[src/rtl/regfile_pkg.sv]
// Shared constants, state/grant encodings and writeback payload type for the
// register file writeback path.
package regfile_pkg;

    localparam int unsigned XLEN     = 32;
    localparam int unsigned REG_AW   = 5;
    localparam int unsigned NUM_REGS = 32'(1) << REG_AW;

    typedef enum logic {
        WB_INIT,
        WB_RUN
    } wb_state_t;

    typedef enum logic {
        GNT_ALU,
        GNT_LSU
    } wb_gnt_t;

    typedef struct packed {
        logic [REG_AW-1:0] rd_src;
        logic [XLEN-1:0]   rd;
    } wb_req_t;

endpackage

[src/rtl/wb_rr_arbiter.sv]
// Two-way combinational writeback grant. WB_ROUND_ROBIN_EN selects alternating
// priority on contention; otherwise LSU has fixed priority over ALU.
module wb_rr_arbiter
    import regfile_pkg::*;
(
    input  logic    alu_valid,
    input  logic    lsu_valid,
    input  wb_gnt_t last_grant,
    output logic    gnt_alu_c,
    output logic    gnt_lsu_c
);

`ifndef WB_ROUND_ROBIN_EN
    // Fixed priority ignores history; keep the port so both builds share one interface.
    logic last_grant_unused;
    assign last_grant_unused = last_grant;
`endif

    always_comb begin
        gnt_alu_c = 1'b0;
        gnt_lsu_c = 1'b0;
        if (alu_valid && lsu_valid) begin
`ifdef WB_ROUND_ROBIN_EN
            if (last_grant == GNT_LSU) begin
                gnt_alu_c = 1'b1;
            end else begin
                gnt_lsu_c = 1'b1;
            end
`else
            gnt_lsu_c = 1'b1;
`endif
        end else begin
            gnt_alu_c = alu_valid;
            gnt_lsu_c = lsu_valid;
        end
    end

endmodule

[src/rtl/regfile_wb_arbiter.sv]
// Register file write port owner: zero-fill sweep after reset, then ALU/LSU
// writeback arbitration with registered write outputs. Policy via WB_ROUND_ROBIN_EN.
module regfile_wb_arbiter
    import regfile_pkg::*;
(
    input  logic              clk,
    input  logic              rst,
    input  logic              alu_valid,
    output logic              alu_ready,
    input  logic [REG_AW-1:0] alu_rd_src,
    input  logic [XLEN-1:0]   alu_rd,
    input  logic              lsu_valid,
    output logic              lsu_ready,
    input  logic [REG_AW-1:0] lsu_rd_src,
    input  logic [XLEN-1:0]   lsu_rd,
    output logic              wr_en,
    output logic [REG_AW-1:0] wr_src,
    output logic [XLEN-1:0]   wr_data,
    output logic              init_done
);

    wb_state_t         state_q, state_d;
    logic [REG_AW-1:0] cnt_q, cnt_d;
    wb_gnt_t           last_grant_q, last_grant_d;
    logic              wr_en_q, wr_en_d;
    logic [REG_AW-1:0] wr_src_q, wr_src_d;
    logic [XLEN-1:0]   wr_data_q, wr_data_d;
    logic              init_done_q, init_done_d;

    logic              gnt_alu_c, gnt_lsu_c;
    wb_req_t           win_c;

    wb_rr_arbiter u_arb (
        .alu_valid  (alu_valid),
        .lsu_valid  (lsu_valid),
        .last_grant (last_grant_q),
        .gnt_alu_c  (gnt_alu_c),
        .gnt_lsu_c  (gnt_lsu_c)
    );

    // Next-state, sweep counter, grant bookkeeping and write-port loads.
    always_comb begin
        state_d      = state_q;
        cnt_d        = cnt_q;
        last_grant_d = last_grant_q;
        wr_en_d      = 1'b0;
        wr_src_d     = wr_src_q;
        wr_data_d    = wr_data_q;
        init_done_d  = init_done_q;
        alu_ready    = 1'b0;
        lsu_ready    = 1'b0;
        win_c        = '{rd_src: alu_rd_src, rd: alu_rd};

        case (state_q)
            WB_INIT: begin
                wr_en_d   = 1'b1;
                wr_src_d  = cnt_q;
                wr_data_d = '0;
                cnt_d     = cnt_q + REG_AW'(1);
                if (cnt_q == REG_AW'(NUM_REGS - 1)) begin
                    state_d     = WB_RUN;
                    init_done_d = 1'b1;
                end
            end
            WB_RUN: begin
                alu_ready = gnt_alu_c;
                lsu_ready = gnt_lsu_c;
                if (gnt_lsu_c) begin
                    win_c        = '{rd_src: lsu_rd_src, rd: lsu_rd};
                    last_grant_d = GNT_LSU;
                end else if (gnt_alu_c) begin
                    last_grant_d = GNT_ALU;
                end
                // x0 is hardwired zero: accept the handshake but never write it.
                if ((gnt_alu_c || gnt_lsu_c) && (win_c.rd_src != '0)) begin
                    wr_en_d   = 1'b1;
                    wr_src_d  = win_c.rd_src;
                    wr_data_d = win_c.rd;
                end
            end
            default: begin
                state_d = WB_INIT;
            end
        endcase
    end

    always_ff @(posedge clk or negedge rst) begin
        if (!rst) begin
            state_q      <= WB_INIT;
            cnt_q        <= '0;
            last_grant_q <= GNT_ALU;
            wr_en_q      <= 1'b0;
            wr_src_q     <= '0;
            wr_data_q    <= '0;
            init_done_q  <= 1'b0;
        end else begin
            state_q      <= state_d;
            cnt_q        <= cnt_d;
            last_grant_q <= last_grant_d;
            wr_en_q      <= wr_en_d;
            wr_src_q     <= wr_src_d;
            wr_data_q    <= wr_data_d;
            init_done_q  <= init_done_d;
        end
    end

    assign wr_en     = wr_en_q;
    assign wr_src    = wr_src_q;
    assign wr_data   = wr_data_q;
    assign init_done = init_done_q;

endmodule

[config.mk]
export PLATFORM = sky130hd
export DESIGN_NAME = regfile_wb_arbiter
export DESIGN_NICKNAME = d
export VERILOG_FILES = /design/src/rtl/regfile_pkg.sv /design/src/rtl/wb_rr_arbiter.sv /design/src/rtl/regfile_wb_arbiter.sv
export SDC_FILE = /design/constraint.sdc
export NUM_CORES = 1
export LEC_CHECK = 0
export CAP_MARGIN = 15
export CORE_MARGIN = 2
export CORE_UTILIZATION = 44
export CTS_CLUSTER_DIAMETER = 40
export DETAILED_ROUTE_END_ITERATION = 10
export PLACE_DENSITY = 0.84
export SYNTH_ARGS = -nofsm -noshare
export SYNTH_HDL_FRONTEND = slang
export SYNTH_SLANG_ARGS = --single-unit
export TNS_END_PERCENT = 100
[constraint.sdc]
create_clock -name clk -period 3.05 [get_ports clk]
set_clock_uncertainty 0.05 [all_clocks]
set_input_delay 0.4575 -clock clk [delete_from_list [all_inputs] [get_ports clk]]
set_output_delay 0.4575 -clock clk [all_outputs]
set_load 0.01 [all_outputs]
==> key figures <==
Drt
  – Routed vias: 1,950
  – Routed WL: 6183 µm
  – DRT Pass-1 Iters: 4
  – Vias/cell: 5.078
  – Post-DRT Antenna Nets: 0
  – Drt wl/cell: 16.10 µm
  – Initial drt markers: 118
  – Post-route DRC: 0

GRT
  – Gr usage total: 0.2114
  – Vias in the first global route: 1,943
  – Congestion Overflow GR: 0
  – First-pass GRT wire length: 9929 µm
  – Largest net degree at the start of global routing: 46
  – Initial antenna violation count: 0

Final layout
  – Most frequent cells in the layout: clkdlybuf4s50_1 (116), dfrtp_1 (45), mux2i_1 (36), nor2_1 (36), mux2_4 (20)
  – Layout area overhead: 58.04%
  – Final core occ: 0.7298
  – Area taken by multi-input logic gates: 1202 µm²
  – Register Area: 1126 µm²
  – Commonest non-fill, non-tap cell in the layout: clkdlybuf4s50_1
  – Nets: 393
  – Fraction of layout cells with a size suffix above 1: 0.1720
  – Layout fillers: 364
  – N_diodes: 0

Clocking
  – # hold bufs at CTS: 0
  – Deepest clock path buffer count: 2
  – Clock latency on the worst-skew pair: 290 ps
  – Clock sinks: 45
  – Post-CTS setup buffer count: 0
  – CTS clk-pin slew, worst paths: 90 ps
  – Post-cts repair resize count: 0
  – Number of CTS-inserted buffers: 5
  – CTS tree: yes
  – H-tree depth: 2
  – Clk root buf: clkbuf_8

STA
  – # setup viols final: 0
  – Post-route setup slack: 575.0 ps
  – Final Critical Period: 2475 ps
  – Max-slew violations: 0
  – Setup TNS Final: 0 ps
  – Tcrit/Tclk final: 0.8115
  – Worst relative slew slack: 0.3428
  – Endpoints failing hold: 0
  – RSZ-0062 raised after global routing: false
  – Worst-margin pin slew: 985.8 ps
  – Peak Freq: 404.0 MHz

Place
  – Port Buffers: 118
  – Post-DP HPWL: 4568 µm
  – Setup slack after placement: 406.7 ps
  – GPL Wtd Cong: 0.7780

Worst hold path
  – Min-Delay Path Class: input port to async pin

Power
  – Peak supply drop: 302.4 µV
  – Leak: 1.725 nW
  – PD cells: 446.7 nW/µm²

Critical path
  – Worst reg2reg endpoint: wr_src[2]
  – Worst endpoint required time: 2540 ps
  – Crit-path max FO: 15
  – Worst EP arrival: 1970 ps
  – Critical path class: register to output port
  – Crit end category: output port
  – Worst reg2reg setup slack: 990 ps
  – Source of the worst register-to-register timing path: state_q
  – Critical Path Source Type: register
  – Reg2reg path depth: 5

Logic synthesis
  – Sequential area share after synthesis: 0.4715
  – Yosys warns: 0
  – Synthesized cell area: 2389 µm²
  – Cell taking the most area after synthesis: dfrtp_1
  – Avg Inst Size Synth: 12.06 µm²
  – Post-Syn Nets: 278
  – Library cells used by synthesis: 28
  – Post-synth top area share: 0.4715
  – #FFs+latches synth: 45
  – Synthesized instance count: 198
  – Top cells by area, synth: dfrtp_1 (47%), mux2i_1 (15%), mux2_4 (13%)

Die
  – Initial core utilization: 0.4618
  – Die Area: 6034 µm²
  – FP Rows: 26
  – Core area: 5172 µm²
  – Die W: 77.68 µm
  – Ports: 119
  – Die span in y: 77.68 µm

Run
  – Max-cap violations: 0

Run status
  – Outcome: finished, final reports clean
-- cells in the mapped netlist --
cell type / instances
xnor2_1: 3
a21oi_1: 6
a21o_1: 1
mux2i_1: 36
dfrtp_1: 45
buf_2: 3
o21ai_0: 1
o22ai_1: 1
or4_1: 1
mux2_2: 18
nand2_1: 2
nand2b_1: 1
buf_6: 2
nand3b_1: 1
nor2_1: 36
and2_1: 1
a41oi_1: 1
and3_1: 1
or4b_1: 1
nand4_1: 1
ha_1: 2
clkbuf_1: 5
or2_2: 1
nor3_1: 1
buf_1: 4
mux2_4: 20
inv_1: 2
nor3b_1: 1
-- how the worst max path moves through the flow --
stage / from / to / slack, ps / depth (start not counted)
2_1_floorplan: lsu_valid / wr_data[0] / 930 / 7
3_3_place_gp: lsu_rd_src[1] / wr_data[29] / 450 / 6
3_5_place_dp: lsu_rd_src[1] / wr_src[2] / 410 / 6
4_1_cts: state_q / alu_ready / 600 / 3
5_1_grt: state_q / alu_ready / 450 / 3
6_report: state_q / alu_ready / 570 / 3
-- flip-flops by register name, indices dropped and copies added, names as in the netlist --
name,cells
state_q,1
init_done,1
wr_data,32
wr_en,1
wr_src,5
cnt_q,5
-- critical path: stages, from the launching register on --
cell	delay [ps]
dfrtp_1	670
inv_1	150
nor3b_1	260
clkdlybuf4s50_1	590
-- power by group --
part	switching, mW	total, mW	internal, mW
Sequential	0.0338	0.690	0.656
Combinational	0.156	0.449	0.294
Clock	0.217	0.547	0.330
-- kinds of logic (layout without fill, tap and decap cells) --
| family | count (synthesis) | in the layout | synth area share |
|---|---|---|---|
| buffers and inverters | 16 | 132 | 0.03300 |
| multiplexers | 74 | 74 | 0.3614 |
| AND/OR/NAND/NOR | 48 | 48 | 0.08854 |
| flip-flops | 45 | 45 | 0.4715 |
| adder cells (fa/ha/maj) | 2 | 2 | 0.01048 |
| AO/OA/AOI/OAI | 10 | 10 | 0.02410 |
| XOR/XNOR | 3 | 3 | 0.01100 |
-- metal layers --
metal	share of wire	global-route usage
met4	0.018	0.07321
met5	0	0
met3	0.073	0.04884
met2	0.47	0.3336
met1	0.44	0.2865
-- layout make-up --
type | count | share of cell area
repair buffers | 122 | 0.3215
multi-input cells | 137 | 0.3185
flip-flops and latches | 45 | 0.2983
well taps | 70 | 0.02320
clock buffers | 5 | 0.01823
clock inverters | 3 | 0.01823
inverters | 2 | 0.001989
-- per-stage QoR --
stage,instance area [µm²],instances,total power [mW],hold WS [ps]
CTS,3775,384,1.701,291.3
finish,3775,384,1.686,264.5
detailed placement,3637,376,1.154,409.6
global placement,3637,376,1.143,396.0
floorplan,2389,198,0.8829,111.9
global route,3775,384,1.759,361.8
No activity file was read; power rests on OpenSTA's default activity.
==> patch 1: new RTL, same flow settings <==
`REG_AW`: 5 -> 4.
--- a/src/rtl/regfile_pkg.sv
+++ b/src/rtl/regfile_pkg.sv
@@ -5,3 +5,3 @@
     localparam int unsigned XLEN     = 32;
-    localparam int unsigned REG_AW   = 5;
+    localparam int unsigned REG_AW   = 4;
     localparam int unsigned NUM_REGS = 32'(1) << REG_AW;
Ports: changed (resized alu_rd_src, lsu_rd_src and wr_src); port bits go from 119 to 116. No check against the original RTL was run, so the function may have changed too.
==> patch 1 against the unedited design <==
- worst setup slack better by 0.19 ns
- critical path depth down 1
- clock power down 27%
- utilization down 9.0 points
- power down 8.2%
- sequential cell count down 2
- largest cell class is now multi-input combinational cells
- routed wire length up 41%
- die area up 28%
- maximum frequency up 8.1%
- area after synthesis up 29%
- first-iteration DRC count up 86%
- count of clock-buffer cells in the layout up 3
- cell area up 15%
==> patch 1: results <==
finish:
  drive_gt1_share_pct: 5.63
  largest_reg_flops: 32
  antenna_cells: 0
  finalNetCount: 520
power_and_ir_drop:
  p_leak_uw: 0.00174
  peakVddDrop_mv: 0.199
clock_network:
  postCtsSetupBuffers: 0
  root_buffer: "clkbuf_8"
  cts_max_level: 2
  clk_pin_slew_worst_paths_ns: 0.08
  cts_buffers: 5
  cts_resized: 0
  cts_buffer_depth: 2
  clock_latency_ns: 0.29
synthesis:
  synth_area_leaders: "dfrtp_1, and2_1, and3b_1"
  synth_commonest_cells: "and2_1, dfrtp_1, nand2_1, o211ai_1, and3b_1"
  ys_types: 28
  synthArstFlopShare_pct: 100
  synth.yosys.seq_area_share_pct: 34.9
  ys_warn_count: 0
  syn-num-nets: 428
drt:
  drt_iter0_drc: 219
  vias: 3060
  dr.pass1.iters: 4
  wl_per_cell_microns: 16.2
grt:
  grt_pass1_vias: 2961
  grt_pass1_wl_microns: 14200
  use_met3_pct: 5.18
  grt_start_max_net_pins: 49
  antenna_found_initial: 0
  met1_usage_pct: 31.3
  met2_usage_pct: 37.1
  grt_usage_pct: 22.9
critical_path:
  arrival_ns: 1.78
  worst-path-max-fanout: 38
  path_buf_inv: 1
  crit_family: "flip-flops"
  cpMaxStageDelayCell: "dfrtp_2"
  crit_path_max_incr_delay_ns: 0.71
timing:
  max_slew.worst_pin.slew_ns: 0.975
placed_design:
  pre_cts_ws_ns: 0.728
  io_buffers: 115
  place.gp.congestion: 0.756
  dpl.hpwl_microns: 5780
outcome:
  outcome: "completed"
worst_hold_path:
  hold_path_class: "in2async"
-- patch 1: metal layers --
metal	up-vias	wire, microns
met5	-	0
met4	0	82
met3	8	662
met2	132	4140
met1	1451	3840
li1	1469	-
-- patch 1: logic make-up (layout without fill, tap and decap cells) --
group                    Yosys count  in the layout  synth area share (%)
AND/OR/NAND/NOR                  153            153                  31.6
AO/OA/AOI/OAI                    106            106                  24.7
flip-flops                        43             43                  34.9
buffers and inverters             41            134                  6.16
multiplexers                       4              4                  1.34
XOR/XNOR                           3              3                 0.852
adder cells (fa/ha/maj)            1              1                 0.405
-- patch 1: final timing paths --
check,slack [ns],depth (start not counted),startpoint,end
max in group asynchronous,2.02,1,rst,state_q
setup / recovery,0.76,2,state_q,alu_ready
hold / removal,0.27,1,rst,wr_data[30]
hold reg to reg,0.44,1,init_done,init_done
min in group clk,0.44,1,init_done,init_done
setup reg to reg,0.92,4,state_q,wr_data[16]
-- patch 1: final cells by class --
cell class,instances,area (sq um)
sequential,43,1080
clock buffer,8,100
timing repair buffer,126,1220
multi-input combinational,267,1830
tap,96,120
fill,560,2450
-- patch 1: through the flow --
step                      hold WS, ns  instances  total power [uW]  cell area, sq um
final                           0.265        540              1550              4350
after global routing            0.348        540              1630              4350
after CTS                       0.297        540              1560              4350
after detailed placement        0.420        532              1160              4250
after global placement          0.424        532              1140              4250
after floorplan                 0.112        351               885              3090
-- patch 1: power by group --
part	total (uW)	leakage [uW]	internal, uW	switching (uW)
Clock	400	0.0000515	207	193
Combinational	476	0.00117	284	192
Sequential	672	0.000519	627	45.4
==> patch 2: new RTL, same settings <==
Without the edit above. Take the reset off `wr_data_q` and load it in a clocked block of its own.
--- a/src/rtl/regfile_wb_arbiter.sv
+++ b/src/rtl/regfile_wb_arbiter.sv
@@ -93,3 +93,2 @@
             wr_src_q     <= '0;
-            wr_data_q    <= '0;
             init_done_q  <= 1'b0;
@@ -101,5 +100,8 @@
             wr_src_q     <= wr_src_d;
-            wr_data_q    <= wr_data_d;
             init_done_q  <= init_done_d;
         end
+    end
+
+    always_ff @(posedge clk) begin
+        wr_data_q <= wr_data_d;
     end
Behaviour: same outputs for any inputs over 10 cycles, from zero or initial values and one cycle with rst low; that may be too few to reach the edited logic, so the function may still have changed.
==> patch 2 against the unedited design <==
- sequential cell count did not move
- worst setup slack improved by 0.20 ns
- hold slack improved by 0.15 ns
- cell area fell by 7.1%
- area after synthesis fell by 9.3%
- power fell by 13%
- critical path depth did not move
- routed wire length fell by 11%
- critical endpoint unchanged
- largest cell class is now sequential cells
- largest power group unchanged
==> patch 2: results <==
placed_design:
  pre_cts_ws_ns: 0.637
  place.gp.congestion: 0.859
  dpl.hpwl_microns: 4150
  dpl_cell_area_sq_um: 3420
finish:
  finalNetCount: 366
  drive_gt1_share_pct: 7.32
power_and_ir_drop:
  p_clk_share_pct: 24.7
  p_clk_uw: 364
  peakVddDrop_mv: 0.217
  p_comb_uw: 364
  p_sw_share_pct: 24.1
drt:
  met3_length_microns: 465
  drt_iter0_drc: 72
  vias_per_cell: 4.93
  drt-met1-wl_microns: 2130
  met2_length_microns: 2800
  wl_per_cell_microns: 15.6
outcome:
  outcome: "completed"
synthesis:
  ys.flop_type: "edfxtp_1"
  yosysMostFrequentCell: "mux2i_1"
  synth.yosys.seq_area_share_pct: 59.4
  synth_commonest_cells: "mux2i_1, nor2_1, edfxtp_1, dfrtp_1, and3_1"
  synth_edf_count: 32
  syn-num-nets: 246
grt:
  grt_pass1_vias: 1648
  grt_pass1_wl_microns: 8070
critical_path:
  arrival_ns: 1.76
  crit_path_start_kind: "input pin"
==> patch 2: worst paths after layout <==
check                      startpoint          to  slack, ns  cells after the start
setup / recovery            alu_valid   alu_ready       0.78                      3
setup reg to reg              state_q  wr_data[9]       1.17                      4
hold reg to reg             init_done   init_done       0.41                      1
max in group asynchronous         rst   wr_src[2]       2.10                      1
hold / removal              init_done   init_done       0.41                      1
min in group asynchronous         rst   wr_src[1]       0.46                      1
==> patch 2: cells by family (layout without fill, tap and decap cells) <==
kind of cell	after synthesis	after routing	share of synthesized area, %
multiplexers	40	40	18.6
buffers and inverters	11	132	2.60
AO/OA/AOI/OAI	13	13	5.54
AND/OR/NAND/NOR	52	52	11.5
flip-flops	45	45	59.4
adder cells (fa/ha/maj)	2	2	1.15
XOR/XNOR	3	3	1.21
==> patch 2: worst reg2reg max path, stage by stage (launching register included) <==
cell,delay (ns)
dfrtp_1,0.38
buf_4,0.24
nor3b_2,0.59
a21oi_4,0.03
buf_4,0.29
==> patch 2: final cells by class <==
type	count	area, sq um
Inverter	1	3.75
Multi-Input combinational cell	110	836
Fill cell	321	1220
Clock inverter	1	7.51
Timing Repair Buffer	123	1210
Tap cell	67	83.8
Clock buffer	7	76.3
Sequential cell	45	1290
==> patch 2: layer usage <==
metal / global-route usage, % / up-vias
li1: - / 847
met1: 23.6 / 807
met2: 34.7 / 82
met3: 4.88 / 10
met4: 9.09 / 0
met5: 0 / -
==> patch 2: metrics by stage <==
| stage | hold WS (ns) | instances | utilization, % |
|---|---|---|---|
| after floorplan | 0.112 | 166 | - |
| after global placement | 0.404 | 346 | 72.5 |
| after detailed placement | 0.397 | 346 | 72.5 |
| after CTS | 0.418 | 354 | 74.3 |
| after global routing | 0.429 | 354 | 74.3 |
| final | 0.414 | 354 | 74.3 |
